## src/rtl/qspi_arb_pkg.sv

```systemverilog
// Shared types and constants for the QSPI pad arbiter: FSM state encoding,
// owner encoding and the values the pads are parked at when nobody owns them.
package qspi_arb_pkg;

    typedef enum logic [1:0] {
        IDLE    = 2'd0,
        OWN_RAM = 2'd1,
        OWN_NOR = 2'd2,
        TURN    = 2'd3
    } arb_state_t;

    typedef enum logic {
        OWNER_RAM = 1'b0,
        OWNER_NOR = 1'b1
    } owner_t;

    localparam logic       SAFE_CE_N   = 1'b1;
    localparam logic       SAFE_SCLK   = 1'b0;
    localparam logic [3:0] SAFE_SIO_O  = 4'h0;
    localparam logic [3:0] SAFE_SIO_OE = 4'h0;

endpackage

```

## src/rtl/qspi_pad_mux.sv

```systemverilog
// Combinational owner-to-pad selector. Only the client named by the registered
// arbiter state reaches the pads; everything else sees the parked values.
module qspi_pad_mux
    import qspi_arb_pkg::*;
(
    input  arb_state_t state,
    input  logic       ram_ce_n,
    input  logic       ram_sclk,
    input  logic [3:0] ram_sio_o,
    input  logic [3:0] ram_sio_oe,
    input  logic       nor_ce_n,
    input  logic       nor_sclk,
    input  logic [3:0] nor_sio_o,
    input  logic [3:0] nor_sio_oe,
    output logic       ce0,
    output logic       ce1,
    output logic       sclk_ram,
    output logic       sclk_nor,
    output logic [3:0] sio_o,
    output logic [3:0] sio_oe
);

    // Park all pads, then pass through the owning client only.
    always_comb begin
        ce0      = SAFE_CE_N;
        ce1      = SAFE_CE_N;
        sclk_ram = SAFE_SCLK;
        sclk_nor = SAFE_SCLK;
        sio_o    = SAFE_SIO_O;
        sio_oe   = SAFE_SIO_OE;
        case (state)
            OWN_RAM: begin
                ce0      = ram_ce_n;
                sclk_ram = ram_sclk;
                sio_o    = ram_sio_o;
                sio_oe   = ram_sio_oe;
            end
            OWN_NOR: begin
                ce1      = nor_ce_n;
                sclk_nor = nor_sclk;
                sio_o    = nor_sio_o;
                sio_oe   = nor_sio_oe;
            end
            default: ;
        endcase
    end

endmodule

```

## src/rtl/qspi_bus_arbiter.sv

```systemverilog
// Arbiter sharing one QSPI pad group between the PSRAM and NOR controllers.
// Grants per transaction, alternates on ties, inserts a TURN_CYCLES gap of
// parked pads between owners. Define QSPI_ARB_TIMEOUT_EN to revoke a grant
// held for MAX_HOLD cycles while the other client waits (sets err_timeout).
//
// state   | meaning
// IDLE    | bus parked, arbitrating pending requests
// OWN_RAM | PSRAM client drives pads, ce0 live
// OWN_NOR | NOR client drives pads, ce1 live
// TURN    | bus parked for TURN_CYCLES after a release or revoke
module qspi_bus_arbiter
    import qspi_arb_pkg::*;
#(
    parameter int TURN_CYCLES = 2,
    parameter int MAX_HOLD    = 1024
) (
    input  logic       clk,
    input  logic       rst,
    input  logic       ram_req,
    output logic       ram_gnt,
    input  logic       ram_ce_n,
    input  logic       ram_sclk,
    input  logic [3:0] ram_sio_o,
    input  logic [3:0] ram_sio_oe,
    output logic [3:0] ram_sio_i,
    input  logic       nor_req,
    output logic       nor_gnt,
    input  logic       nor_ce_n,
    input  logic       nor_sclk,
    input  logic [3:0] nor_sio_o,
    input  logic [3:0] nor_sio_oe,
    output logic [3:0] nor_sio_i,
    input  logic [3:0] sio_i,
    output logic       ce0,
    output logic       ce1,
    output logic       sclk_ram,
    output logic       sclk_nor,
    output logic [3:0] sio_o,
    output logic [3:0] sio_oe,
    output logic       err_timeout
);

    if (TURN_CYCLES < 1 || TURN_CYCLES > 15) begin : g_bad_turn
        $error("qspi_bus_arbiter: TURN_CYCLES must be 1..15");
    end
    if (MAX_HOLD < 1) begin : g_bad_hold
        $error("qspi_bus_arbiter: MAX_HOLD must be >= 1");
    end

    // TURN counts down from TURN_CYCLES-1 so it lasts exactly TURN_CYCLES cycles.
    localparam logic [3:0] TURN_LOAD = 4'(TURN_CYCLES - 1);

    arb_state_t state, state_nxt;
    owner_t     last_owner, last_owner_nxt;
    logic [3:0] turn_cnt, turn_cnt_nxt;
    logic       timeout_hit;

    // State, tie-break history and turnaround timer registers.
    always_ff @(posedge clk) begin
        if (rst) begin
            state      <= IDLE;
            last_owner <= OWNER_NOR;
            turn_cnt   <= 4'd0;
        end else begin
            state      <= state_nxt;
            last_owner <= last_owner_nxt;
            turn_cnt   <= turn_cnt_nxt;
        end
    end

    // Next-state: arbitration in IDLE, release/revoke in OWN, timed gap in TURN.
    always_comb begin
        state_nxt      = state;
        last_owner_nxt = last_owner;
        turn_cnt_nxt   = turn_cnt;
        case (state)
            IDLE: begin
                if (ram_req && (!nor_req || last_owner == OWNER_NOR))
                    state_nxt = OWN_RAM;
                else if (nor_req)
                    state_nxt = OWN_NOR;
            end
            OWN_RAM: begin
                if (!ram_req || timeout_hit) begin
                    state_nxt      = TURN;
                    last_owner_nxt = OWNER_RAM;
                    turn_cnt_nxt   = TURN_LOAD;
                end
            end
            OWN_NOR: begin
                if (!nor_req || timeout_hit) begin
                    state_nxt      = TURN;
                    last_owner_nxt = OWNER_NOR;
                    turn_cnt_nxt   = TURN_LOAD;
                end
            end
            TURN: begin
                if (turn_cnt == 4'd0)
                    state_nxt = IDLE;
                else
                    turn_cnt_nxt = turn_cnt - 4'd1;
            end
            default: state_nxt = IDLE;
        endcase
    end

`ifdef QSPI_ARB_TIMEOUT_EN
    localparam int HOLD_W = $clog2(MAX_HOLD + 1);

    logic [HOLD_W-1:0] hold_cnt;
    logic              err_q;
    logic              owning;
    logic              other_waiting;

    assign owning        = (state == OWN_RAM) || (state == OWN_NOR);
    assign other_waiting = ((state == OWN_RAM) && nor_req) || ((state == OWN_NOR) && ram_req);
    assign timeout_hit   = owning && (hold_cnt == HOLD_W'(MAX_HOLD));
    assign err_timeout   = err_q;

    // Hold counter restarts outside ownership; counts only while the other side waits.
    always_ff @(posedge clk) begin
        if (rst) begin
            hold_cnt <= '0;
            err_q    <= 1'b0;
        end else begin
            if (!owning)
                hold_cnt <= '0;
            else if (other_waiting && !timeout_hit)
                hold_cnt <= hold_cnt + HOLD_W'(1);
            if (timeout_hit)
                err_q <= 1'b1;
        end
    end
`else
    assign timeout_hit = 1'b0;
    assign err_timeout = 1'b0;
`endif

    assign ram_gnt   = (state == OWN_RAM);
    assign nor_gnt   = (state == OWN_NOR);
    assign ram_sio_i = sio_i;
    assign nor_sio_i = sio_i;

    qspi_pad_mux u_pad_mux (
        .state      (state),
        .ram_ce_n   (ram_ce_n),
        .ram_sclk   (ram_sclk),
        .ram_sio_o  (ram_sio_o),
        .ram_sio_oe (ram_sio_oe),
        .nor_ce_n   (nor_ce_n),
        .nor_sclk   (nor_sclk),
        .nor_sio_o  (nor_sio_o),
        .nor_sio_oe (nor_sio_oe),
        .ce0        (ce0),
        .ce1        (ce1),
        .sclk_ram   (sclk_ram),
        .sclk_nor   (sclk_nor),
        .sio_o      (sio_o),
        .sio_oe     (sio_oe)
    );

endmodule

```

## config.mk

```make
export PLATFORM = sky130hd
export DESIGN_NAME = qspi_bus_arbiter
export DESIGN_NICKNAME = d
export VERILOG_FILES = /design/src/rtl/qspi_arb_pkg.sv /design/src/rtl/qspi_pad_mux.sv /design/src/rtl/qspi_bus_arbiter.sv
export SDC_FILE = /design/constraint.sdc
export NUM_CORES = 1
export LEC_CHECK = 0
export BUFFER_PORTS_ARGS = -buffer_cell sky130_fd_sc_hd__buf_2
export CORE_ASPECT_RATIO = 0.9
export CORE_UTILIZATION = 42
export CTS_CLUSTER_SIZE = 40
export DETAILED_ROUTE_END_ITERATION = 10
export HOLD_SLACK_MARGIN = 0.03
export PLACE_DENSITY = 0.82
export SLEW_MARGIN = 20
export SYNTH_ARGS = -nofsm -noshare
export SYNTH_HDL_FRONTEND = slang
export SYNTH_SLANG_ARGS = --single-unit
```

## constraint.sdc

```tcl
create_clock -name clk -period 3.6 [get_ports clk]
set_input_delay 0.36 -clock clk [delete_from_list [all_inputs] [get_ports clk]]
set_output_delay 0.36 -clock clk [all_outputs]
set_load 0.01 [all_outputs]
```

### Word level (Yosys, flattened, before mapping)

Cells that the tools add are included.

* word-level logic and storage cells: 41
* flip-flop bits (word level): 7

* equal/unequal tests: 8
* mux-type cells: 19
* add/subtract/negate cells: 1
* reductions and logical operators: 10

Operators with widths (number)
* one-hot mux 4 bit (2 select lines): 2
* two-way mux 4 bit: 3
* one-hot mux 4 bit (3 select lines): 1
* two-way mux 2 bit: 5
* inequality test 2 bit (second input constant): 4
* one-hot mux 2 bit (4 select lines): 1
* AND reduction 4 bit: 2
* two-way mux 1 bit: 6
* == test 2 bit (second input constant): 2
* zero test 4 bit: 1
* subtractor 4 x 1 -> 4 bit (second input constant): 1
* inequality test 3 bit (second input constant): 1
* AND reduction 3 bit: 1
* nonzero test 3 bit: 1
* == test 2 x 1 -> 1 bit (second input constant): 1
* zero test 2 bit: 1
* one-hot mux 1 bit (2 select lines): 1
* nonzero test 2 bit: 1
* logical AND 1 bit: 1
* zero test 1 bit: 1
* logical OR 1 bit: 1

### Depth between registers and ports, before layout

Gate-level depths: netlist of run 1.

* depth in word-level cells: 5
* mapped depth: 6

### Hierarchy

Synthesis of run 1 repeated with hierarchy kept, for this count alone.

* cell total of the unflattened synthesis: 91
* area total of the unflattened synthesis: 819.5 µm²

Modules (own cells, without submodules)
* qspi_bus_arbiter: seq. area each 140.1 µm², cells an instance 64, times used 1, area an instance 584.3 µm²
* qspi_pad_mux: seq. area each 0.0 µm², cells an instance 27, times used 1, area an instance 235.2 µm²

### Worst setup path after synthesis of run 1

Ideal clock, no wire load.

* path kind: register to register
* start point: register turn_cnt[0]
* end point: register state[1]
* path buffers: 0
* path slack: 1939 ps
* arrival: 1596 ps
* stages on the path, launching flop included: 7
* data required time: 3535 ps
* period minus slack after synthesis: 1661 ps
* library setup time: 65 ps
* cell sequence: dfxtp_1 inv_1 ha_1 or3b_1 a221oi_2 mux2i_1 nor2b_1

* word-level cells in the longest chain between the ends: 3

Ends and longest elaborated chain
* start, declared: RTL line qspi_bus_arbiter.sv:55 `logic [3:0] turn_cnt, turn_cnt_nxt;`
* start signal, assigned: RTL line qspi_bus_arbiter.sv:67 `turn_cnt <= turn_cnt_nxt;`
* zero test 4 bit: RTL line qspi_bus_arbiter.sv:98 `if (turn_cnt == 4'd0)`
* inequality test 2 bit (no line)
* AND reduction 4 bit (no line)
* end signal, assigned: RTL line qspi_bus_arbiter.sv:65 `state <= state_nxt;`
* end, declared: RTL line qspi_bus_arbiter.sv:53 `arb_state_t state, state_nxt;`

No other way between the ends.
A chain may end at the register's enable or synchronous reset.

### Final worst setup path of run 1

* start point: register state[0]
* end point: output port sio_oe[0]

* word-level cells in the longest chain between the ends: 2
* elaborated cells on any way between the ends: 3

Ends and longest elaborated chain
* == test 2 bit or == test 2 x 1 -> 1 bit (tied branches): RTL line qspi_pad_mux.sv:31 `case (state)`
* one-hot mux 4 bit (2 select lines) *: RTL line qspi_pad_mux.sv:31
* end, declared: RTL line qspi_bus_arbiter.sv:39 `output logic [3:0] sio_oe,`

Every way passes the cells marked *; elsewhere a longest branch is shown, timed or not.

==> results of run 1 <==
[critical path, stage by stage (launching register included)]
cell      delay [ns]
dfxtp_1         0.38
inv_1           0.10
ha_1            0.34
clkinv_1        0.24
nor2_1          0.18
buf_2           0.14
[power groups by stage]
stage,combinational (µW),sequential [µW],clock [µW]
3_3_place_gp,408,118,0
5_1_grt,471,122,83.3
2_1_floorplan,317,115,0
6_report,421,119,72.9
4_1_cts,416,119,75.1
3_5_place_dp,414,120,0
[cell type report]
cell class / instances / area (µm²)
fillers: 140 / 643
multi-input cells: 64 / 427
clock inverters: 1 / 5.00
clock buffers: 3 / 22.5
inverters: 6 / 22.5
well taps: 15 / 18.8
repair buffers: 37 / 185
flip-flops and latches: 7 / 140
[placed cells by master, fill, tap and decap left out, drive strengths merged]
| cell | n |
|---|---|
| a21oi | 4 |
| nand2 | 2 |
| dfxtp | 7 |
| a22o | 1 |
| o21bai | 1 |
| and2 | 2 |
| mux2i | 3 |
| inv | 5 |
| nor4bb | 1 |
| nor2b | 2 |
| buf | 37 |
| a22oi | 8 |
| conb | 1 |
| nand2b | 3 |
| or4 | 3 |
| nor3 | 2 |
| nor2 | 18 |
| or3b | 1 |
| o22ai | 2 |
| a221oi | 1 |
| o31ai | 2 |
| ha | 6 |
| a311oi | 1 |
| clkinv | 2 |
| clkbuf | 3 |
[stage by stage]
step / hold WS, ns / cells / power, µW / area, µm² / worst slack (ns)
after detailed placement: 0.523 / 129 / 534 / 793 / 1.65
after CTS: 0.358 / 133 / 609 / 821 / 1.61
final: 0.364 / 133 / 612 / 821 / 1.60
after global routing: 0.350 / 133 / 677 / 821 / 1.41
after floorplan: 0.429 / 88 / 432 / 664 / 1.94
after global placement: 0.498 / 129 / 526 / 793 / 1.70
[logic make-up after synthesis]
family          after synthesis  share of synthesized area (%)
buf+inv                      17                           14.7
other cells                   1                          0.564
mux                           3                           4.52
flops                         7                           21.1
fa+ha+maj                     6                           11.3
simple gates                 34                           25.6
compound gates               20                           22.2
[final timing paths]
path / to / from / slack, ns / depth (start not counted)
setup reg to reg: turn_cnt[0] / state[1] / 1.63 / 6
hold reg to reg: turn_cnt[3] / turn_cnt[3] / 0.53 / 2
hold / removal: state[1] / rst / 0.36 / 2
setup / recovery: sio_oe[0] / state[0] / 1.60 / 5
[per-layer routing]
| metal | global-route usage (%) | share of wire [%] | vias up |
|---|---|---|---|
| met3 | 6.91 | 5.9 | 2 |
| met4 | 8.33 | 0.87 | 0 |
| met5 | 0 | 0 | - |
| met2 | 28.7 | 51 | 28 |
| met1 | 23.5 | 42 | 314 |
| li1 | - | - | 358 |
[sequential cells by signal, indices dropped and copies added, names as in the netlist]
name        count
state           2
last_owner      1
turn_cnt        4
==> summary.md, run 1 <==
| Metric | Value |
|---|---|
| Top post-synthesis cells by area | `dfxtp_1 (21%), ha_1 (11%), buf_4 (10%)` |
| Tcrit/Tclk final | `55.6%` |
| Hold Violations, Final | `0` |
| TritonCTS Sinks | `7` |
| Top-area cell type share of the netlist area | `21.1%` |
| Total GRT Usage | `18.8%` |
| Post-cts resize count | `0` |
| #FFs+latches synth | `7` |
| Comb power frac | `68.7%` |
| Final net count | `153` |
| Initial DRC Count | `29` |
| Core area | `1460 µm²` |
| Avg Inst Size Synth | `7.55 µm²` |
| RSZ-0062 raised after global routing | `false` |
| Insertion delay to the later sink of the worst-skew pair | `0.26 ns` |
| Clk_skew | `0.00842 ns` |
| Clock power share | `11.9%` |
| Post-synthesis sequential area ratio | `21.1%` |
| Remaining DRCs | `1` |
| Total grt overflow | `0` |
| Port-buffer cells | `37` |
| CTS tree | `done` |
| # Post-CTS Setup Buffers | `0` |
| DP HPWL | `1280 µm` |
| Synth warnings | `0` |
| Outcome | `complete, but fails checks` |
| Final setup TNS | `0 ns` |
| Post-synth EDFFs | `0` |
| Int Pwr | `311 µW` |
| Final setup vio count | `0` |
| Final WL | `1610 µm` |
| Leak | `0.000409 µW` |
| Std-Cell Rows | `13` |
| Layout Utilization | `56.1%` |
| Peak supply drop | `538 µV` |
| HP Class | `primary input to flop` |
| Tmin final | `2.00 ns` |
| Antenna cell count | `0` |
| Cell taking the most area after synthesis | `dfxtp_1` |
| WP data required | `3.24 ns` |
| Share of layout cells above drive strength 1 | `36.4%` |
| Io pins | `51` |
| Vias/cell | `5.28` |
| F_max | `500 MHz` |
| Area grow syn2layout | `23.5%` |
| Largest net degree at the start of global routing | `15` |
| Max cap viols | `0` |
| CTS Root Cell | `clkbuf_4` |
| Synth cell count leaders | `nor2_1 (18), buf_4 (9), a22oi_1 (8)` |
| Switching power total | `301 µW` |
| Synth unique cells | `26` |
| Clock Path Buffers | `2` |
| CP Data Arrival Time | `1.64 ns` |
| Initial core utilization | `45.4%` |
| Ys async rst share | `0%` |
| Predominant post-synthesis flop cell | `dfxtp_1` |
| Clk slew on worst S/H paths | `0.06 ns` |
| Syn nets | `122` |
| Vert. Die Dim | `39.7 µm` |
| Die ar. | `1750 µm²` |
| Routability cong. | `0.811` |
| Die X | `43.9 µm` |
| H-tree levels | `1` |
| CP Max Fanout | `9` |
| Switching power share of the total | `49.2%` |
| Cells after Synth | `88` |
| Mapped Area | `664 µm²` |
| Max-slew violation count | `0` |
| Worst setup SP type | `flop` |
| Hold_buf cts | `0` |
| Failing checks | `DRC` |
| WS Path Type | `flop to output port` |
| Most frequent cell after synthesis | `nor2_1` |
| Crit. End Element | `output port` |
| First-pass GRT wire length | `2320 µm` |
| Via Count | `702` |
| Cts bufs inserted | `3` |
| Sequential Power Share | `19.4%` |
| Antenna Nets Post-Route | `0` |
| WL per Instance | `12.1 µm` |
| Pwr/cell area | `746 nW/µm²` |
| Initial antenna violation count | `0` |
| Drt pass-1 iters | `7` |
| Vias in the first global route | `529` |
Power figures use the tool's default switching activity.
==> inputs of run 2 (changes only) <==
Settings changed: CORE_UTILIZATION 42 to 35, PLACE_DENSITY 0.82 to 0.73.
Clock period 3.6 ns to 1.6 ns, I/O delays scaled along.
==> run 2 against run 1 <==
  * Largest cell class unchanged
  * Critical path depth rose by 1
  * Sequential cell count unchanged
  * Clock skew fell by 0.0049 ns
  * Combinational power grew to 3.8 times the previous value
  * The run ends with setup timing left
  * Largest power group unchanged
==> summary.md, run 2 (same netlist as run 1, synthesis figures left out) <==
| Metric | Value |
|---|---|
| Power, Total | `2030 µW` |
| Most common cell after layout, fill and taps aside | `buf_2` |
| RSZ-0062 raised after global routing | `true` |
| Vias in the first global route | `750` |
| Final hold slack | `0.168 ns` |
| Share of layout cells above drive strength 1 | `62.5%` |
| First-pass GRT wire length | `3060 µm` |
| Antenna Nets Post-Route | `0` |
| Drt pass-1 iters | `4` |
| Setup ws final | `-0.0783 ns` |
| Die ar. | `2080 µm²` |
| Initial core utilization | `38.3%` |
| Total GRT Usage | `20.5%` |
| Hold_buf cts | `0` |
| DP HPWL | `1440 µm` |
| Worst reg2reg path depth | `6` |
| Final WL | `2300 µm` |
| Largest net degree at the start of global routing | `14` |
| Insertion delay to the later sink of the worst-skew pair | `0.26 ns` |
| Area grow syn2layout | `68.2%` |
| WP data required | `1.79 ns` |
| Port-buffer cells | `37` |
| WS Path Type | `flop to flop` |
| Vias/cell | `4.98` |
| Largest regs | `turn_cnt (4), state (2), last_owner (1)` |
| Routability cong. | `0.786` |
| Hold path depth | `2` |
| Cts bufs inserted | `3` |
| Worst setup SP type | `flop` |
| Final net count | `171` |
| Via Count | `796` |
| Initial DRC Count | `26` |
| Max-slew violation count | `0` |
| Hold Violations, Final | `0` |
| Fill count | `129` |
| Failing checks | `setup timing` |
| Clk_skew | `0.00357 ns` |
| Die X | `47.9 µm` |
| Peak supply drop | `1030 µV` |
| Core area | `1730 µm²` |
| Tmin final | `1.68 ns` |
| Placed inst area | `958 µm²` |
| Final setup vio count | `9` |
| CTS tree | `done` |
| HP Class | `primary input to flop` |
| Max cap viols | `0` |
| CTS Root Cell | `clkbuf_4` |
| WL per Instance | `14.4 µm` |
| Antenna cell count | `0` |
| Leak | `0.000510 µW` |
| Total grt overflow | `0` |
| Final setup TNS | `-0.383 ns` |
| Max reg flops | `4` |
| Reg with most FFs | `turn_cnt` |
| Layout Utilization | `64.4%` |
| F_max | `596 MHz` |
| Std-Cell Rows | `14` |
| TritonCTS Sinks | `7` |
| CP Max Fanout | `3` |
| Most frequent cells in the layout | `buf_2 (37), nor2_1 (18), buf_4 (17)` |
| Tcrit/Tclk final | `105%` |
| H-tree levels | `1` |
| Initial antenna violation count | `0` |
| Post-Layout Inst Area | `1120 µm²` |
| Clk slew on worst S/H paths | `0.05 ns` |
| Remaining DRCs | `0` |
| Crit. End Element | `flop` |
| Pwr/cell area | `1820 nW/µm²` |
| Vert. Die Dim | `43.3 µm` |
| Outcome | `complete, but fails checks` |
| Clock Path Buffers | `2` |
| CP Data Arrival Time | `1.87 ns` |
| Io pins | `51` |
==> run 2: cell types whose count changed in the layout (fill, tap and decap cells not counted), moves of 3 or more <==
cell     change
ha_1         -6
a22oi_2      +5
dfxtp_1      -4
dfxtp_2      +3
buf_4       +17
ha_4         +5
inv_2        +4
a22oi_1      -5
inv_1        -4
==> run 2: what timing repair did <==
action | in CTS | in global routing
buffers inserted | 2 | 2
pin swaps | 3 | 3
gates resized for setup | 8 | 15
endpoints found under the setup margin | 13 | 14
cloned | 0 | 0
==> run 2: power by group <==
group	internal (µW)	switching [µW]	total, µW
Sequential	236	54.6	290
Clock	95.4	68.8	164
Combinational	788	788	1580
Total	1120	912	2030
==> run 2: layer usage <==
| layer | track usage [%] | up-vias | wire [µm] |
|---|---|---|---|
| li1 | - | 396 | - |
| met1 | 24.7 | 374 | 915 |
| met2 | 30.3 | 22 | 1260 |
| met3 | 9.58 | 4 | 98 |
| met4 | 10.0 | 0 | 23 |
| met5 | 0 | - | 0 |
==> run 2: area by class of cell <==
type	count	area, µm²	area share, %
clock buffers	4	26.3	2.35
inverters	6	27.5	2.46
multi-input cells	64	553	49.5
flip-flops and latches	7	148	13.2
well taps	24	30.0	2.69
repair buffers	55	333	29.8
==> run 2: critical path, cell delays in order, from the launching register on <==
cell     delay [ns]
dfxtp_4        0.38
buf_12         0.11
ha_4           0.12
inv_2          0.03
or4_1          0.40
or4_1          0.42
a21oi_1        0.15
==> run 2: final timing paths <==
| path | slack, ns | startpoint | end |
|---|---|---|---|
| worst max register to register | -0.08 | state[1] | turn_cnt[3] |
| worst max-delay path | -0.08 | state[1] | turn_cnt[3] |
| worst min register to register | 0.53 | last_owner | last_owner |
| worst min-delay path | 0.17 | rst | state[1] |
==> run 2: per-stage QoR <==
stage | instances | setup WS [ns]
floorplan | 88 | -0.00951
global placement | 152 | -0.0817
CTS | 158 | -0.0727
global route | 160 | -0.161
finish | 160 | -0.0783
detailed placement | 152 | -0.0812
